### src/rtl/fir_axil_ctrl.sv
// rtl/fir_axil_ctrl.sv - AXI-lite control/status slave and tap SRAM arbiter for the FIR engine
module fir_axil_ctrl #(
  parameter int pADDR_WIDTH = 12,
  parameter int pDATA_WIDTH = 32,
  parameter int Tape_Num    = 11
) (
  input  logic                   axis_clk,
  input  logic                   axis_rst_n,
  output logic                   awready,
  input  logic                   awvalid,
  input  logic [pADDR_WIDTH-1:0] awaddr,
  output logic                   wready,
  input  logic                   wvalid,
  input  logic [pDATA_WIDTH-1:0] wdata,
  output logic                   arready,
  input  logic                   arvalid,
  input  logic [pADDR_WIDTH-1:0] araddr,
  output logic                   rvalid,
  input  logic                   rready,
  output logic [pDATA_WIDTH-1:0] rdata,
  output logic [3:0]             tap_WE,
  output logic                   tap_EN,
  output logic [pDATA_WIDTH-1:0] tap_Di,
  output logic [pADDR_WIDTH-1:0] tap_A,
  input  logic [pDATA_WIDTH-1:0] tap_Do,
  input  logic [pADDR_WIDTH-1:0] eng_tap_A,
  output logic                   ap_start,
  input  logic                   eng_done,
  output logic [pDATA_WIDTH-1:0] data_length,
  output logic [pDATA_WIDTH-1:0] tap_num
);

  localparam logic [pADDR_WIDTH-1:0] ADDR_CTRL = '0;
  localparam logic [pADDR_WIDTH-1:0] ADDR_DLEN = pADDR_WIDTH'(16);
  localparam logic [pADDR_WIDTH-1:0] ADDR_TNUM = pADDR_WIDTH'(20);
  localparam logic [pADDR_WIDTH-1:0] TAP_BASE  = pADDR_WIDTH'(128);
  localparam logic [pADDR_WIDTH-1:0] TAP_END   = pADDR_WIDTH'(128 + 4 * Tape_Num);
  localparam logic [pDATA_WIDTH-1:0] TAP_MAX   = pDATA_WIDTH'(Tape_Num);

  typedef enum logic {W_IDLE, W_RESP} w_state_e;
  typedef enum logic [1:0] {R_IDLE, R_ADDR, R_WAIT, R_DATA} r_state_e;
  typedef enum logic [1:0] {C_IDLE, C_START, C_BUSY} c_state_e;

  w_state_e               w_state_q, w_state_d;
  r_state_e               r_state_q, r_state_d;
  c_state_e               c_state_q, c_state_d;
  logic [pADDR_WIDTH-1:0] raddr_q, raddr_d;
  logic                   tap_rd_q, tap_rd_d;
  logic [pDATA_WIDTH-1:0] rdata_q, rdata_d;
  logic [pDATA_WIDTH-1:0] data_length_q, data_length_d;
  logic [pDATA_WIDTH-1:0] tap_num_q, tap_num_d;
  logic                   ap_done_q, ap_done_d;

  logic w_fire, w_is_tap, r_is_tap, eng_owns, start_req;

  assign w_fire    = (w_state_q == W_RESP);
  assign w_is_tap  = (awaddr >= TAP_BASE) && (awaddr < TAP_END);
  assign r_is_tap  = (araddr >= TAP_BASE) && (araddr < TAP_END);
  assign eng_owns  = (c_state_q != C_IDLE);
  assign start_req = w_fire && (awaddr == ADDR_CTRL) && wdata[0] && !eng_owns;

  always_comb begin
    w_state_d = w_state_q;
    case (w_state_q)
      W_IDLE:  if (awvalid && wvalid) w_state_d = W_RESP;
      default: w_state_d = W_IDLE;
    endcase
  end

  // A pending write in W_IDLE wins over a read arriving in the same cycle
  always_comb begin
    r_state_d = r_state_q;
    raddr_d   = raddr_q;
    tap_rd_d  = tap_rd_q;
    rdata_d   = rdata_q;
    case (r_state_q)
      R_IDLE: begin
        if (arvalid && !(w_state_q == W_IDLE && awvalid && wvalid)) r_state_d = R_ADDR;
      end
      R_ADDR: begin
        raddr_d   = araddr;
        tap_rd_d  = r_is_tap && !eng_owns;
        r_state_d = R_WAIT;
      end
      R_WAIT: begin
        if (raddr_q == ADDR_CTRL) begin
          rdata_d = pDATA_WIDTH'({c_state_q == C_IDLE, ap_done_q, c_state_q == C_START});
        end else if (raddr_q == ADDR_DLEN) begin
          rdata_d = data_length_q;
        end else if (raddr_q == ADDR_TNUM) begin
          rdata_d = tap_num_q;
        end else if ((raddr_q >= TAP_BASE) && (raddr_q < TAP_END)) begin
          rdata_d = tap_rd_q ? tap_Do : '1;
        end else begin
          rdata_d = '0;
        end
        r_state_d = R_DATA;
      end
      R_DATA:  if (rready) r_state_d = R_IDLE;
      default: r_state_d = R_IDLE;
    endcase
  end

  always_comb begin
    c_state_d = c_state_q;
    case (c_state_q)
      C_IDLE:  if (start_req) c_state_d = C_START;
      C_START: c_state_d = C_BUSY;
      C_BUSY:  if (eng_done) c_state_d = C_IDLE;
      default: c_state_d = C_IDLE;
    endcase
  end

  // Completion from the engine takes precedence over a read-clear in the same cycle
  always_comb begin
    data_length_d = data_length_q;
    tap_num_d     = tap_num_q;
    ap_done_d     = ap_done_q;
    if (w_fire && !eng_owns) begin
      if (awaddr == ADDR_DLEN) data_length_d = wdata;
      if (awaddr == ADDR_TNUM) tap_num_d = (wdata > TAP_MAX) ? TAP_MAX : wdata;
    end
    if (r_state_q == R_DATA && rready && raddr_q == ADDR_CTRL) ap_done_d = 1'b0;
    if (start_req) ap_done_d = 1'b0;
    if (c_state_q == C_BUSY && eng_done) ap_done_d = 1'b1;
  end

  always_comb begin
    tap_EN = 1'b0;
    tap_WE = 4'h0;
    tap_A  = '0;
    tap_Di = '0;
    if (eng_owns) begin
      tap_EN = 1'b1;
      tap_A  = eng_tap_A;
    end else if (w_fire && w_is_tap) begin
      tap_EN = 1'b1;
      tap_WE = 4'hF;
      tap_A  = awaddr - TAP_BASE;
      tap_Di = wdata;
    end else if (r_state_q == R_ADDR && r_is_tap) begin
      tap_EN = 1'b1;
      tap_A  = araddr - TAP_BASE;
    end
  end

  always_ff @(posedge axis_clk or negedge axis_rst_n) begin
    if (!axis_rst_n) begin
      w_state_q     <= W_IDLE;
      r_state_q     <= R_IDLE;
      c_state_q     <= C_IDLE;
      raddr_q       <= '0;
      tap_rd_q      <= 1'b0;
      rdata_q       <= '0;
      data_length_q <= '0;
      tap_num_q     <= TAP_MAX;
      ap_done_q     <= 1'b0;
    end else begin
      w_state_q     <= w_state_d;
      r_state_q     <= r_state_d;
      c_state_q     <= c_state_d;
      raddr_q       <= raddr_d;
      tap_rd_q      <= tap_rd_d;
      rdata_q       <= rdata_d;
      data_length_q <= data_length_d;
      tap_num_q     <= tap_num_d;
      ap_done_q     <= ap_done_d;
    end
  end

  assign awready     = w_fire;
  assign wready      = w_fire;
  assign arready     = (r_state_q == R_ADDR);
  assign rvalid      = (r_state_q == R_DATA);
  assign rdata       = rdata_q;
  assign ap_start    = (c_state_q == C_START);
  assign data_length = data_length_q;
  assign tap_num     = tap_num_q;

endmodule

### config.mk
export PLATFORM = sky130hd
export DESIGN_NAME = fir_axil_ctrl
export DESIGN_NICKNAME = d
export VERILOG_FILES = /design/src/rtl/fir_axil_ctrl.sv
export SDC_FILE = /design/constraint.sdc
export NUM_CORES = 1
export LEC_CHECK = 0
export BUFFER_PORTS_ARGS = -buffer_cell sky130_fd_sc_hd__buf_2
export CORE_MARGIN = 1.5
export CORE_UTILIZATION = 52
export CTS_CLUSTER_DIAMETER = 150
export DETAILED_ROUTE_END_ITERATION = 10
export GPL_TIMING_DRIVEN = 0
export PLACE_DENSITY_LB_ADDON = 0.08
export SLEW_MARGIN = 20
export SYNTH_ARGS = -nofsm -noshare
export SYNTH_HDL_FRONTEND = slang
export SYNTH_SLANG_ARGS = --single-unit
### constraint.sdc
create_clock -name axis_clk -period 5.3 [get_ports axis_clk]
set_input_delay 0.53 -clock axis_clk [delete_from_list [all_inputs] [get_ports axis_clk]]
set_output_delay 0.53 -clock axis_clk [all_outputs]
set_load 0.05 [all_outputs]
==> results.md <==
- For the final routed database, the setup TNS stands at 0 ns.
- The post-detailed-route count of antenna-violating nets is 0.
- After filler insertion, the fill cell instance count of the layout stands at a little over 900.
- The post-synthesis net count is 697.
- The initial utilization of the core area, before any placement, comes to 53.0%.
- The final setup violation count is 0.
- The tool flagged a number of max-cap violations equal to 0.
- The via count of the first global-routing pass is 5695.
- The worst hold slack is 0.0545 ns.
- Entering global routing, the biggest net connects 68 pins.
- Once layout is complete, the utilization of the core stands at 71.2%.
- The final net count is 973.
- Counting both buffers and inverters, the worst setup path holds a total of 3.
- The die area is 12200 um2.
- The kind of cell adding the most delay to the critical path is compound AO/OA/AOI/OAI gates.
- The run finished with clean final reports.
- The proportion of register bits with asynchronous set or reset after synthesis is 100%.
- The synthesis-to-finish area growth is 34.3%.
- The worst register-to-register path begins at r_state_q[0].
- The total core area is 11300 um2.
- The final routed DRC violation total is 0.
- The number of max-slew violations in the final report was 0.
- The floorplan has 39 rows.
- In this run the count of I/O pins placed on the die edge is 257.
- After clock tree synthesis, the repair step resized 0 gates.
- The portion of synthesized cell area occupied by the leading cell type is 46.7%.
- Walking the worst path, the cells encountered are inv_1, ha_1, clkbuf_1, nand2_1, a2111o_1, a311oi_2, a21o_1, buf_2.
- The iteration count of the initial detailed-routing pass is 8.
- The time the final worst path needs with I/O delays and setup is 3.53 ns.
- The ratio of final minimum period to clock period is 66.7%.
- Summed over all layers, the routed wires come to 19100 um.
- Between clock sinks in the finished design, the worst skew comes to 0.00592 ns.
- The routability-driven placement congestion ratio is just under 0.9.
- The aggregate global-route resource usage is 31.6%.
- The count of synthesis-stage warnings from yosys is 0.
- Summing every instance area after synthesis gives between 5000 and 6000 um2.
- In this run, CTS created clock tree buffers numbering 17.
- The count of hold-fix buffers inserted at cts is 0.
- The HPWL reported at the end of detailed placement is 14100 um.
- The first global-routing pass estimated between 30000 and 40000 um of wire.
- Of all cell types, the one taking the most synthesized area is dfrtp_1.
- In this run the mean area of a mapped cell was 10.3 um2.
- The achievable frequency is 0.283 GHz.
- For the worst flop-to-flop path, the logic depth is 8.
- The share of the Yosys chip area taken by registers is 48.0%.
- Ranked by instance count, the synthesized netlist is headed by dfrtp_1, and2_1, inv_1.
- The number of enable flip-flop cells after synthesis is 0.
- The most frequently used cell type in the post-synthesis netlist is dfrtp_1.
- The area of combinational cells with multiple inputs is about 2700 um2.
- The final standard cell area without fillers is 8060 um2.
- The data arrival at the endpoint of the critical path is approximately 3.0 ns.
- The average wire per cell in the routed design is 18.8 um.
- The post-CTS setup buffer count is 0.
- The clock latency reported for the late side of the worst-skew pair is 0.41 ns.
- The transition time at the pin with the least slew margin is 0.694 ns.
- The static leakage is roughly 4.3 nW.
- The hold violation total from the final report is 0.
- The maximum fanout count along the critical path is 7.
- The worst reg-to-reg setup slack is around 2.8 ns.
- Measured against its own limit, the worst slew margin works out to ~53%.
- The TritonCTS clock tree is yes.
- Once placement completed, the tool counted placed cells totaling 983.
- The routed layout has ~5800 vias.
- Dividing the detail-routed via count by the number of cells gives 5.67.
- The worst setup path is captured at a primary output.
- After synthesis the netlist holds a flip-flop and latch count of 115.
- CTS built an H-tree with a depth of 4.
- Cells with a size suffix above 1 make up 40.1% of the layout.
- In this run the tool buffered the top-level ports with 256 buffer cells.
- The dominant register cell in the synthesized netlist is dfrtp_1.
- The tightest min-delay check is of the in -> async type.
- For this run, the slowest stage of the critical path takes 0.53 ns.
- The number of distinct library cell variants in the gate-level netlist after synthesis is 50.
- The power per cell area is ~450 nW/um2.
- The vertical die dimension is 110 um.
- On the critical path, the stage with the largest delay is an instance of a311oi_2.
- The reg-to-reg endpoint is rdata[25].
- Counting every sink on the clock net gives ~120.
- STA puts the critical path data required time at 4.77 ns.
- The die is 110 um wide.
- For this block, the initial DRC count from the detailed router was 383.
- The worst-case IR drop observed on VDD is slightly below 400 uV.
- The tree is rooted in a clkbuf_16.
- After detailed placement, the total cell area comes to 7490 um2.
- By area the synthesized netlist is led by dfrtp_1, mux2_4, and2_1.
- The number of antenna violations at the first check in global routing was 0.
- The path type of the worst setup path is reg -> out.
- The count of inserted antenna diode cells is 0.
- The post-CTS clock slew at the launch and capture registers of the worst setup and hold paths is 0.05 ns.
- The total global routing overflow is 0.
- The non-filler instance count after layout is between 1000 and 1500.
- Counting every instance in the synthesized netlist gives 583.
- Summing all flip-flop and latch instances after layout gives 2880 um2.
- The deepest clock path buffer count is 2.
- Setup repair after global routing left no endpoint under its margin.
- The worst setup path is launched from a flip-flop.
==> cell usage in the layout, fill, tap and decap left out, types with 5 or more instances in the layout <==
cell and instances:
a21o_1 38, ha_1 7, clkinv_2 5, nor3_1 6, nor2_1 41, a31oi_1 30
buf_2 258, a22o_1 8, inv_1 45, nor4_1 9, nand2_1 12, clkbuf_1 37
mux2_4 30, dfrtp_1 112, o21ai_0 32, a21oi_1 8, mux2_2 13, o22ai_1 30
and2_1 64, clkbuf_16 17, nand2b_1 5
==> state kept, by name (all words and copies together) (netlist names) <==
signal	count
rdata	32
tap_rd_q	1
ap_done_q	1
awready	1
r_state_q	2
raddr_q	12
c_state_q	2
tap_num	32
data_length	32
==> worst reg2reg max path: stages, from the launching register on <==
cell and delay (ns):
dfrtp_1 0.40, inv_1 0.13, ha_1 0.16, clkbuf_1 0.43, nor2b_1 0.22, nand4_1 0.30, clkbuf_1 0.38, o22ai_1 0.26
a31oi_1 0.08
==> per-layer routing <==
layer,up-vias,track usage [%],routed length (um)
met3,39,7.14,1360
met2,267,53.4,9400
met4,0,11.3,465
met5,-,0,0
met1,2842,40.0,7850
li1,2603,-,-
==> metrics by stage <==
step,power [mW],setup WS [ns]
floorplan,2.16,2.21
global route,3.82,1.64
finish,3.67,1.77
CTS,3.67,1.82
global placement,2.53,2.21
detailed placement,2.57,2.18
==> report_power, final <==
part | internal (mW) | switching (mW)
logic | 0.394 | 0.996
clock network | 0.690 | 0.398
registers | 1.07 | 0.118
total | 2.15 | 1.51
==> logic make-up after synthesis <==
group | count (synthesis) | share of synthesized area (%)
buf+inv | 90 | 6.32
xor+xnor | 1 | 0.146
flops | 115 | 48.0
simple gates | 163 | 15.5
fa+ha+maj | 7 | 1.46
compound gates | 163 | 18.5
mux | 44 | 10.1
==> final cells by class <==
| class | count | share of cell area [%] |
|---|---|---|
| tap | 143 | 2.22 |
| inverter | 45 | 2.10 |
| clock buffer | 23 | 6.05 |
| clock inverter | 9 | 0.978 |
| timing repair buffer | 257 | 16.3 |
| multi-input combinational | 378 | 34.0 |
| buffer | 45 | 2.61 |
| sequential | 115 | 35.7 |
==> worst max path at each step <==
stage | from | endpoint | slack, ns | cells past startpoint
after floorplan | r_state_q[1] | tap_A[0] | 2.21 | 7
after global placement | awaddr[9] | tap_Di[3] | 2.21 | 6
after detailed placement | awaddr[9] | tap_Di[4] | 2.18 | 6
after CTS | r_state_q[1] | tap_A[3] | 1.82 | 8
after global routing | r_state_q[1] | tap_A[3] | 1.64 | 8
final | r_state_q[1] | tap_A[3] | 1.77 | 8
No activity file was read; power rests on OpenSTA's default activity.
